$ cat config.mk
export PLATFORM = sky130hd
export DESIGN_NAME = paralelo_serial_tx
export DESIGN_NICKNAME = d
export VERILOG_FILES = /design/src/rtl/paralelo_serial_tx.sv
export SDC_FILE = /design/constraint.sdc
export NUM_CORES = 1
export LEC_CHECK = 0
export CELL_PAD_IN_SITES_DETAIL_PLACEMENT = 1
export CELL_PAD_IN_SITES_GLOBAL_PLACEMENT = 2
export CORE_MARGIN = 2
export CORE_UTILIZATION = 46
export CTS_BUF_LIST = sky130_fd_sc_hd__clkbuf_8
export DETAILED_ROUTE_END_ITERATION = 16
export GPL_ROUTABILITY_DRIVEN = 0
export GPL_TIMING_DRIVEN = 0
export PLACE_DENSITY_LB_ADDON = 0.12
export SLEW_MARGIN = 20
export SYNTH_ARGS = -nofsm -noshare
export SYNTH_HDL_FRONTEND = slang
export SYNTH_SLANG_ARGS = --single-unit
$ cat constraint.sdc
create_clock -name clk_8f -period 2.77 [get_ports clk_8f]
set_clock_uncertainty 0.15 [all_clocks]
set_input_delay 0.554 -clock clk_8f [delete_from_list [all_inputs] [get_ports clk_8f]]
set_output_delay 0.554 -clock clk_8f [all_outputs]
set_load 0.02 [all_outputs]
$ cat src/rtl/paralelo_serial_tx.sv
// Byte FIFO feeding an MSB-first serialiser on clk_8f: TRAIN_BYTES comma bytes after
// reset, then queued data, with IDLE_BYTE filling every gap in the line.
module paralelo_serial_tx #(
  parameter int         DEPTH       = 4,
  parameter logic [7:0] IDLE_BYTE   = 8'hBC,
  parameter int         TRAIN_BYTES = 4
) (
  input  logic       clk_8f,
  input  logic       reset_L,
  input  logic [7:0] data_in,
  input  logic       valid_in,
  output logic       ready_out,
  output logic       data_out,
  output logic       active_out
);
  localparam int AW = $clog2(DEPTH);
  localparam int CW = AW + 1;
  localparam int TW = $clog2(TRAIN_BYTES + 1);

  typedef enum logic {ST_TRAIN = 1'b0, ST_ACTIVE = 1'b1} state_t;

  state_t        state_q, state_d;
  logic [2:0]    bit_cnt_q;
  logic [7:0]    shift_q, shift_d;
  logic [TW-1:0] train_q, train_d;
  logic [AW-1:0] rd_ptr_q, wr_ptr_q;
  logic [CW-1:0] count_q, count_d;
  logic [7:0]    mem_q [DEPTH];

  logic load, push, pop, fifo_empty, train_last;

  assign load       = (bit_cnt_q == 3'd7);
  assign fifo_empty = (count_q == '0);
  assign ready_out  = reset_L && (count_q < CW'(DEPTH));
  assign push       = valid_in && ready_out;
  assign train_last = (train_q == TW'(TRAIN_BYTES - 1));
  assign data_out   = shift_q[7];

  always_ff @(posedge clk_8f or negedge reset_L) begin
    if (!reset_L) state_q <= ST_TRAIN;
    else          state_q <= state_d;
  end

  // ACTIVE is sticky; only reset returns the block to training.
  always_comb begin
    state_d = state_q;
    if (state_q == ST_TRAIN && load && train_last) state_d = ST_ACTIVE;
  end

  always_comb begin
    active_out = (state_q == ST_ACTIVE);
    pop        = 1'b0;
    train_d    = train_q;
    case (state_q)
      ST_TRAIN:  if (load) train_d = train_q + TW'(1);
      ST_ACTIVE: pop = load && !fifo_empty;
      default:   ;
    endcase
  end

  // Pop decision uses the count from before this edge, so a byte pushed on a
  // load edge into an empty FIFO waits for the next load.
  always_comb begin
    shift_d = {shift_q[6:0], 1'b0};
    if (load) shift_d = pop ? mem_q[rd_ptr_q] : IDLE_BYTE;
  end

  always_comb begin
    count_d = count_q;
    if (push && !pop)      count_d = count_q + CW'(1);
    else if (pop && !push) count_d = count_q - CW'(1);
  end

  always_ff @(posedge clk_8f or negedge reset_L) begin
    if (!reset_L) begin
      bit_cnt_q <= 3'd7;
      shift_q   <= '0;
      train_q   <= '0;
      rd_ptr_q  <= '0;
      wr_ptr_q  <= '0;
      count_q   <= '0;
    end else begin
      bit_cnt_q <= bit_cnt_q + 3'd1;
      shift_q   <= shift_d;
      train_q   <= train_d;
      count_q   <= count_d;
      if (pop)  rd_ptr_q <= rd_ptr_q + AW'(1);
      if (push) wr_ptr_q <= wr_ptr_q + AW'(1);
    end
  end

  always_ff @(posedge clk_8f) begin
    if (push) mem_q[wr_ptr_q] <= data_in;
  end

endmodule

==> qor.csv, run 1 <==
stage,metric,value,unit
status,outcome,finished clean,
floorplanning,num_rows,24,
timing,fmax,0.3875,GHz
synthesis,ys_seq_elements,54,
clock_network,numCtsBuffers,5,
worst_setup_path,cp-end-kind,flip-flop,
synthesis,yosysTopAreaCell,edfxtp_1,
floorplanning,die_area,5193,um2
synthesis,synthCells,117,
synthesis,synth-edff-count,32,
worst_setup_path,path_class,reg -> reg,
synthesis,synth_top_area_share,0.4510,
synthesis,synth_cell_types,26,
grt,grt_use_met1,0.1923,
cells_and_area,diodes,0,
detailed_routing,post-route-drc-count,0,
timing,finalHoldViolCount,0,
grt,globalRouteMet3Util,0.04167,
worst_setup_path,slowest_stage,dfstp_2,
detailed_routing,via_per_inst,5.295,
clock_network,clk_pin_slew,0.09,ns
clock_network,cts-root-buf,clkbuf_8,
clock_network,cts_hold_buf,0,
worst_setup_path,r2r_end,count_q[2],
synthesis,ys_seq_area_frac,0.7111,
grt,grt_util_met2,0.2396,
placement,placed_cell_area,2326,um2
timing,rsz0062_at_grt,false,
grt,grt_max_degree,24,
synthesis,synth.net_count,138,
floorplanning,die_h,72.06,um
worst_setup_path,crit_arrival,2.66,ns
detailed_routing,vias,1006,
grt,track_usage,0.1475,
worst_setup_path,slowest_delay,0.38,ns
floorplanning,die_x,72.06,um
timing,fin_crit_sh,0.9316,
clock_network,cts_setup_buffers,0,
timing,tns,0,ns
synthesis,syn_area,2131,um2
synthesis,async_reset_ff_frac,0.4074,
cells_and_area,layout.cells.non_filler,190,
clock_network,cts_sinks,54,
worst_setup_path,crit_path_start_kind,flip-flop,
placement,hpwl,2294,um
grt,grt_first_pass_wirelength,5554,um
synthesis,synthFlopType,edfxtp_1,
timing,worst_pin_slew,0.4460,ns
timing,min_period,2.580,ns
worst_setup_path,rrSetupSlack,0.19,ns
clock_network,htree_num_levels,2,
grt,antenna_found_initial,0,
power_and_ir_drop,p_leak,0.9535,nW
worst_setup_path,critPathMaxFanout,10,
timing,slew_headroom,0.7027,
floorplanning,num_io_pins,14,
worst_setup_path,worstPathRequired,2.85,ns
floorplanning,initial_utilization,0.4827,
synthesis,ys_warn_count,0,
worst_setup_path,cp-startpoint,bit_cnt_q[0],
worst_setup_path,r2r_cells,11,
power_and_ir_drop,p_per_area,781.9,nW/um2
timing,drv_slew,0,
placement,dp.cells,182,
flow_run,maxCapViolCount,0,
detailed_routing,first_pass_iters,4,
synthesis,syn_area_per_cell,18.21,um2
detailed_routing,drt-total-wl,3233,um
power_and_ir_drop,power,1.904,mW
clock_network,clock_latency,0.30,ns
synthesis,ys_top_cells_by_area,"edfxtp_1 45%, dfrtp_1 22%, mux4_2 8.5%, ha_1 5.3%, dfstp_2 3.7%",
clock_network,cts_buffer_depth,2,
grt,grt.overflow.total,0,
floorplanning,coreArea,4414,um2
worst_hold_path,min_path_type,in -> async,
clock_network,cts_tree,built,
detailed_routing,drt_iter0_drc,64,
grt,busiest_layer,met2,
detailed_routing,ant_nets,0,
clock_network,cts-resized-gates,5,
worst_setup_path,cp_common_cell,ha_1,
grt,grt_pass1_vias,1105,
timing,fin_hold_ws,0.001872,ns
worst_setup_path,path_cells,ha_1 -> ha_1 -> clkbuf_4 -> o311ai_1 -> buf_4 -> ha_1 -> inv_1 -> fa_1 -> xor2_1 -> nor2_1 -> xor2_1,
cells_and_area,area_growth_syn_to_layout,14.27,%
detailed_routing,wl_per_cell,17.02,um
cells_and_area,fin_area,2435,um2
worst_setup_path,reg2reg_from,bit_cnt_q[0],
placement,portBuffers,13,
power_and_ir_drop,peakVddDrop,0.3829,mV
cells_and_area,drive_gt1_frac,0.2029,
cells_and_area,finalNetCount,158,
timing,setup_viol_count_final,0,
per-layer routing:
metal	vias up	routed length [um]
met3	7	93
li1	471	-
met4	0	50
met1	515	1437
met5	-	0
met2	13	1652
layout by cell type, fill, tap and decap left out, drive strengths merged, types with 2 or more instances in the layout:
master	n
and3	4
buf	2
clkbuf	8
clkdlybuf4s50	12
clkinv	2
dfrtp	19
dfstp	3
edfxtp	32
ha	9
inv	10
mux2	3
mux4	8
nor2	2
nor2b	2
o22a	5
o22ai	2
xnor2	4
xor2	3
synthesized netlist by cell type (all sizes together) (2+ instances only):
cell and count:
dfstp 3, nor2b 2, mux4 8, o22ai 2, dfrtp 19, xnor2 4, buf 3, inv 10
o22a 5, and3 4, edfxtp 32, ha 9, nor2 2, xor2 3, mux2 3
how the worst max path moves through the flow:
stage	endpoint	slack, ns
global route	count_q[1]	0.05
CTS	ready_out	0.10
detailed placement	count_q[2]	-0.87
finish	count_q[2]	0.19
global placement	count_q[2]	-0.81
floorplan	count_q[1]	0.35
critical path: cells and delay by family, from the launching register on:
family,cells,cell delay [ns]
AND/OR/NAND/NOR,1,0.11
XOR/XNOR,2,0.30
flip-flops,1,0.38
AO/OA/AOI/OAI,1,0.13
adder cells (fa/ha/maj),4,0.93
buffers and inverters,3,0.51
flip-flops by register name, indices dropped and copies added (netlist names):
register    flops
shift_q         8
mem_q          32
rd_ptr_q        2
wr_ptr_q        2
count_q         3
train_q         3
active_out      1
bit_cnt_q       3
report_power, final:
group	switching, mW	internal (mW)
Combinational	0.167	0.195
Sequential	0.0627	0.969
Clock	0.244	0.266
Total	0.474	1.43
stage by stage:
step / util / worst slack [ns]
4_1_cts: 0.5505 / 0.1026
6_report: 0.5516 / 0.1896
2_1_floorplan: - / 0.3496
5_1_grt: 0.5516 / 0.05348
3_5_place_dp: 0.5269 / -0.8714
3_3_place_gp: 0.5269 / -0.8104
layout make-up:
cell class	instances	area, um2
well taps	52	65.06
plain buffers	4	31.28
flip-flops and latches	54	1515
clock buffers	5	68.82
fillers	423	1979
multi-input cells	49	549.3
clock inverters	3	40.04
inverters	10	37.54
repair buffers	13	127.6
cells by family (layout without fill, tap and decap cells):
kind of cell               after synthesis  in the layout  share of synthesized area
DFF                                     54             54                     0.7111
buffers and inverters                   14             35                    0.03112
adders and majority gates               10             10                    0.06224
and+or+nand+nor                         11             11                    0.02995
xor gates and xnor gates                 7              7                    0.02877
muxes                                   11             11                     0.1004
AOI/OAI and AO/OA                       10             10                    0.03640
Note: power is estimated with default switching activity, not from simulation.
==> run 2, diff against run 1 <==
--- a/config.mk
+++ b/config.mk
@@ -8,12 +8,12 @@
 export CELL_PAD_IN_SITES_DETAIL_PLACEMENT = 1
 export CELL_PAD_IN_SITES_GLOBAL_PLACEMENT = 2
 export CORE_MARGIN = 2
-export CORE_UTILIZATION = 46
-export CTS_BUF_LIST = sky130_fd_sc_hd__clkbuf_8
+export CORE_UTILIZATION = 35
+export CTS_BUF_LIST = sky130_fd_sc_hd__clkbuf_4
 export DETAILED_ROUTE_END_ITERATION = 16
 export GPL_ROUTABILITY_DRIVEN = 0
 export GPL_TIMING_DRIVEN = 0
-export PLACE_DENSITY_LB_ADDON = 0.12
+export PLACE_DENSITY_LB_ADDON = 0.1
 export SLEW_MARGIN = 20
 export SYNTH_ARGS = -nofsm -noshare
 export SYNTH_HDL_FRONTEND = slang
==> run 2 against run 1 <==
Effect of this change: sequential share of layout area shrank 0.76 points; largest cell class unchanged; critical path type unchanged; cell count grew 14%; flip-flop and latch count did not move; first-iteration DRC count shrank 61%; clock power decreased by 15%; design area grew 1.2%; utilization down 13 points; global-route usage decreased by 2.0 points; largest power group unchanged; hold slack gained 0.035 ns; total power is 3.3% lower.
==> qor.csv, run 2 (synthesis gave the netlist of run 1 again) <==
stage,metric,value,unit,change
floorplanning,initial_utilization,0.3620,,-0.1207
timing,worst_pin_slew,0.6072,ns,+0.1612 ns
detailed_routing,ant_nets,0,,unchanged
grt,globalRouteMet3Util,0.03956,,-0.002106
cells_and_area,layout_common_cells,"32 x edfxtp_1, 19 x dfrtp_1, 12 x clkdlybuf4s50_1",,
cells_and_area,drive_gt1_frac,0.2042,,+0.001327
grt,grt.overflow.total,0,,unchanged
power_and_ir_drop,peakVddDrop,0.3037,mV,-21%
floorplanning,die_area,6728,um2,+30%
timing,setup_viol_count_final,0,,unchanged
cells_and_area,diodes,0,,unchanged
worst_setup_path,worstPathRequired,2.88,ns,+0.03 ns
timing,fmax,0.3850,GHz,-0.66%
grt,grt_first_pass_wirelength,6016,um,+8.3%
grt,grt_util_met2,0.2106,,-0.02898
grt,track_usage,0.1275,,-0.02000
grt,busiest_layer,met2,,
timing,finalHoldViolCount,0,,unchanged
cells_and_area,fin_util,0.4188,,-0.1328
timing,tns,0,ns,unchanged
cells_and_area,finalNetCount,162,,+2.5%
timing,fin_hold_ws,0.03683,ns,+0.03495 ns
cells_and_area,final_common_cell,edfxtp_1,,
timing,rsz0062_at_grt,false,,
detailed_routing,vias,1045,,+3.9%
placement,portBuffers,13,,unchanged
cells_and_area,largest_reg_flops,32,,unchanged
detailed_routing,post-route-drc-count,0,,unchanged
floorplanning,num_rows,28,,+17%
timing,drv_slew,0,,unchanged
worst_hold_path,min_path_type,in -> async,,
clock_network,numCtsBuffers,5,,unchanged
detailed_routing,drt_iter0_drc,25,,-61%
clock_network,clock_latency,0.36,ns,+0.06 ns
grt,grt_pass1_vias,1182,,+7.0%
cells_and_area,area_growth_syn_to_layout,15.68,%,
grt,grt_max_degree,18,,-25%
cells_and_area,fin_area,2465,um2,+1.2%
cells_and_area,regMostFlops,mem_q,,
cells_and_area,layout.cells.non_filler,217,,+14%
floorplanning,num_io_pins,14,,unchanged
clock_network,cts-root-buf,clkbuf_4,,
timing,min_period,2.598,ns,+0.01723 ns
floorplanning,coreArea,5886,um2,+33%
cells_and_area,num-fill-cells,600,,+42%
cells_and_area,reg_top3,"mem_q (32), shift_q (8)",,
worst_setup_path,slowest_stage,dfstp_2,,
placement,hpwl,2369,um,+3.3%
power_and_ir_drop,p_per_area,746.6,nW/um2,-4.5%
worst_setup_path,slowest_delay,0.56,ns,+0.18 ns
clock_network,cts_buffer_depth,2,,unchanged
timing,fin_crit_sh,0.9378,,+0.006220
floorplanning,die_h,82.03,um,+14%
worst_setup_path,crit_path_start_kind,flip-flop,,
power_and_ir_drop,p_leak,0.9555,nW,+0.21%
placement,dp.cells,205,,+13%
worst_setup_path,crit_arrival,2.71,ns,+0.05 ns
floorplanning,die_x,82.03,um,+14%
detailed_routing,drt-total-wl,3613,um,+12%
clock_network,cts_tree,built,,
worst_setup_path,cp-end-kind,flip-flop,,
worst_setup_path,path_cells,ha_1 -> ha_1 -> buf_2 -> o311ai_1 -> buf_4 -> ha_1 -> inv_1 -> fa_1 -> mux2_2,,
placement,placed_cell_area,2355,um2,+1.2%
grt,antenna_found_initial,0,,unchanged
clock_network,htree_num_levels,2,,unchanged
detailed_routing,first_pass_iters,4,,unchanged
timing,slew_headroom,0.5939,,-0.1088
worst_setup_path,critPathMaxFanout,10,,unchanged
clock_network,cts_sinks,54,,unchanged
flow_run,maxCapViolCount,0,,unchanged
detailed_routing,wl_per_cell,16.65,um,-2.2%
detailed_routing,via_per_inst,4.816,,-9.0%
status,outcome,finished clean,,
clock_network,clk_pin_slew,0.15,ns,+0.06 ns
worst_setup_path,cp_common_cell,ha_1,,
grt,grt_use_met1,0.1603,,-0.03203
worst_setup_path,path_class,reg -> reg,,
## run 2: report_power, final
| group | internal (mW) | switching [mW] | total, mW |
|---|---|---|---|
| Combinational | 0.198 | 0.178 | 0.376 |
| Sequential | 0.968 | 0.0648 | 1.03 |
| Clock | 0.191 | 0.240 | 0.431 |
| Total | 1.36 | 0.483 | 1.84 |
## run 2: path summary, 6_finish.rpt
path	to	cells after the start	from	slack [ns]
worst max register to register	count_q[1]	9	bit_cnt_q[0]	0.17
max in group asynchronous	shift_q[0]	2	reset_L	1.41
worst min-delay path	bit_cnt_q[2]	1	reset_L	0.04
worst min register to register	bit_cnt_q[0]	1	bit_cnt_q[0]	0.31
worst max-delay path	count_q[1]	9	bit_cnt_q[0]	0.17
min in group clk_8f	bit_cnt_q[0]	1	bit_cnt_q[0]	0.31
## run 2: stage by stage
stage / setup WS [ns] / total power [mW]
finish: 0.1723 / 1.840
global route: 0.01136 / 1.947
CTS: 0.06198 / 1.872
detailed placement: -0.9883 / 1.439
global placement: -0.9150 / 1.414
floorplan: 0.3496 / 1.304
## run 2: layer usage
metal,vias up,share of wire
li1,478,-
met1,549,0.45
met2,14,0.51
met3,4,0.029
met4,0,0.011
met5,-,0
## run 2: repair_timing
| item | in CTS | in global routing |
|---|---|---|
| gates resized for setup | 5 | 0 |
| hold endpoints to repair | 13 | 0 |
| cloned | 0 | 0 |
| endpoints found under the setup margin | 36 | 2 |
| hold buffers | 2 | 0 |
| pin swaps | 0 | 0 |
| setup buffers | 0 | 2 |
## run 2: area by class of cell
cell class                 instances  area, um2  area share
clock inverter                     3      42.54     0.01726
timing repair buffer              17      160.2     0.06497
tap                               75      93.84     0.03807
clock buffer                       5      37.54     0.01523
buffer                             4      28.78     0.01168
sequential                        54       1515      0.6147
multi-input combinational         49      549.3      0.2228
inverter                          10      37.54     0.01523
## run 2: critical path: cells and delay by family (launching register included)
kind / cells / cell delay (ns)
fa+ha+maj: 4 / 0.89
compound gates: 1 / 0.16
mux: 1 / 0.26
buf+inv: 3 / 0.48
flops: 1 / 0.56
==> variant 1: new RTL, flow settings as in run 2 <==
Make the reset (`reset_L`) synchronous in 2 clocked blocks.
--- a/src/rtl/paralelo_serial_tx.sv
+++ b/src/rtl/paralelo_serial_tx.sv
@@ -36,7 +36,7 @@
   assign train_last = (train_q == TW'(TRAIN_BYTES - 1));
   assign data_out   = shift_q[7];
 
-  always_ff @(posedge clk_8f or negedge reset_L) begin
+  always_ff @(posedge clk_8f) begin
     if (!reset_L) state_q <= ST_TRAIN;
     else          state_q <= state_d;
   end
@@ -71,7 +71,7 @@
     else if (pop && !push) count_d = count_q - CW'(1);
   end
 
-  always_ff @(posedge clk_8f or negedge reset_L) begin
+  always_ff @(posedge clk_8f) begin
     if (!reset_L) begin
       bit_cnt_q <= 3'd7;
       shift_q   <= '0;
Formal check against the unedited RTL: differs if reset_L is asserted again (counterexample within 4 cycles, from zero or initial values and one cycle with reset_L low); with reset_L held inactive, the same outputs for 10 cycles.
==> variant 1 against run 2 <==
Synthesized area increased by 1.2%. Sequential cell count increased by 2. Routed wire length increased by 3.0%. Setup slack got worse by 0.062 ns. Cell area increased by 0.10%.
Power is not compared: it rests on default switching activity, and its combinational part moved more than twofold at a synthesized area within 25%.
==> variant 1: results <==
group,metric,value,unit
outcome,outcome,"completed",
place,hpwl,2610,um
critical_path,cp_slowest_cell,"clkdlybuf4s50_1",
synth,synthAdderAreaFrac,0.0615,
synth,async_reset_ff_frac,0,
final_layout,fill_cells,594,
grt,use_met3,0.0446,
clock_network,ctsResizeCount,2,
critical_path,rr_worst_depth,11,
final_layout,multi_input_gates,65,
final_layout,nonClkBufAreaFrac,0.0669,
synth,synth_cells,132,
final_layout,register_area,0.00144,sq mm
critical_path,slowest_delay,0.60,ns
grt,grt_max_degree,20,
critical_path,cp_top_family,"buffers and inverters",
synth,synthTopCellsByCount,"edfxtp_1, dfxtp_1, and2_1, ha_1, mux4_2",
synth,syn-num-nets,153,
grt,grt_pass1_vias,1259,
final_layout,seq_cell_count,56,
synth,synth_xor_area_frac,0.0203,
final_layout,multi_input_area,678,sq um
critical_path,reg2reg_slack,0.19,ns
grt,use_met2,0.235,
critical_path,reg2reg_to,"count_q[2]$_SDFFE_PN0P_",
critical_path,arrival,1.96,ns
critical_path,r2r-start,"bit_cnt_q[0]$_SDFF_PN1_",
timing,tightest_slew,0.521,ns
grt,grt_use_total,0.134,
critical_path,crit_path_end,"ready_out",
routing,routed_wl,3720,um
timing,layout_min_cycle_time,2.66,ns
## variant 1: cell types whose count changed after synthesis, sizes merged, moves of 4 or more
cell,delta
dfxtp,+24
dfrtp,-19
and2,+8
inv,-5
o221a,+5
o22a,-5
nor2b,+4
## variant 1: through the flow
stage | cell area (sq um) | setup TNS [ns]
finish | 2470 | 0
global route | 2470 | 0
CTS | 2450 | 0
detailed placement | 2380 | -0.639
global placement | 2380 | -0.585
floorplan | 2160 | 0
## variant 1: power groups by stage
stage / Clock [mW] / Combinational (mW) / Sequential, mW
after floorplan: 0 / 0.0989 / 0.963
after global placement: 0 / 0.147 / 0.965
after detailed placement: 0 / 0.157 / 0.969
after CTS: 0.393 / 0.158 / 0.950
after global routing: 0.426 / 0.179 / 0.957
final: 0.373 / 0.157 / 0.950
## variant 1: metal layers
metal	wire (um)	up-vias
met5	0	-
met4	29	0
met3	127	2
met2	2020	16
met1	1540	569
li1	-	531
==> variant 2: new RTL, settings of run 2 <==
Without the edit above. Change the parameter `DEPTH` from 4 to 8.
--- a/src/rtl/paralelo_serial_tx.sv
+++ b/src/rtl/paralelo_serial_tx.sv
@@ -1,7 +1,7 @@
 // Byte FIFO feeding an MSB-first serialiser on clk_8f: TRAIN_BYTES comma bytes after
 // reset, then queued data, with IDLE_BYTE filling every gap in the line.
 module paralelo_serial_tx #(
-  parameter int         DEPTH       = 4,
+  parameter int         DEPTH       = 8,
   parameter logic [7:0] IDLE_BYTE   = 8'hBC,
   parameter int         TRAIN_BYTES = 4
 ) (
Formal check against the unedited RTL: not equivalent (Yosys sat finds a counterexample within 10 cycles, from zero or initial values and one cycle with reset_L low).
==> variant 2 against run 2 <==
Combinational power grew 85%. Cell area grew 75%. Synthesized area grew 72%. Total power grew 71%. Sequential share of layout area shrank 2.4 points. Count of clock-buffer cells in the layout grew 4. Sequential cell count grew 35. Setup slack lost 0.013 ns. Via count grew 85%. Routed wire length grew 110%.
==> variant 2: results <==
group,metric,value,unit
final_layout,nNonClkInverters,6,
synth,synth_cells,223,
routing,initialDrtViolationCount,70,
critical_path,crit_path_end,"count_q[3]$_DFFE_PN0P_",
routing,wl_per_cell,18.9,um
power_and_ir_drop,vdd_drop_max,0.313,mV
timing,max_slew_margin,0.313,
outcome,outcome,"completed",
clock_network,worstSkewPairLatency,0.42,ns
final_layout,nonClkBufAreaFrac,0.0785,
final_layout,layout-drive-gt1-share,0.258,
clock_network,post_cts_buffers,10,
power_and_ir_drop,pwr-share-clk,0.243,
place,dp_slack,-0.486,ns
synth,yosys_register_bits,89,
clock_network,htreeDepth,3,
final_layout,fill_cells,1037,
critical_path,slowest_delay,0.58,ns
critical_path,rr_worst_depth,14,
power_and_ir_drop,p_seq_frac,0.536,
synth,syn-num-nets,244,
routing,routed_wl,7640,um
grt,use_met2,0.235,
synth,ys_seq_area_frac,0.695,
synth,yosysUniqueCellTypes,35,
place,postPlaceCellArea,0.00401,sq mm
grt,grt_pass1_wl,11800,um
final_layout,buffers,37,
routing,dr_wl_met2,3680,um
power_and_ir_drop,p_switching,0.943,mW
routing,vias_per_cell,4.79,
final_layout,multi_input_gates,119,
synth,async_reset_ff_frac,0.281,
routing,met1_length,3700,um
synth,synth_area_leaders,"edfxtp_1, dfrtp_1, mux4_1",
grt,grt_pass1_vias,2105,
final_layout,clock_buffers,9,
synth,synth_edf_count,64,
clock_network,ctsResizeCount,6,
[variant 2: cell count changes after synthesis, sizes merged, moves of 7 or more]
cell / run 2 / this run
edfxtp: 32 / 64
mux2: 3 / 10
mux2i: 0 / 10
nand2: 1 / 11
nand2b: 1 / 10
nor2: 2 / 18
[variant 2: kinds of logic after synthesis]
| group | Yosys count | synth area share |
|---|---|---|
| flip-flops | 89 | 0.695 |
| buffers and inverters | 15 | 0.0262 |
| XOR/XNOR | 7 | 0.0167 |
| AO/OA/AOI/OAI | 22 | 0.0378 |
| adder cells (fa/ha/maj) | 10 | 0.0361 |
| multiplexers | 29 | 0.120 |
| AND/OR/NAND/NOR | 51 | 0.0681 |
[variant 2: worst reg2reg max path: cells and delay by family, from the launching register on]
kind,cells,cell delay [ns]
compound gates,3,0.45
fa+ha+maj,4,0.65
buf+inv,4,0.33
flops,1,0.58
mux,1,0.20
simple gates,2,0.16
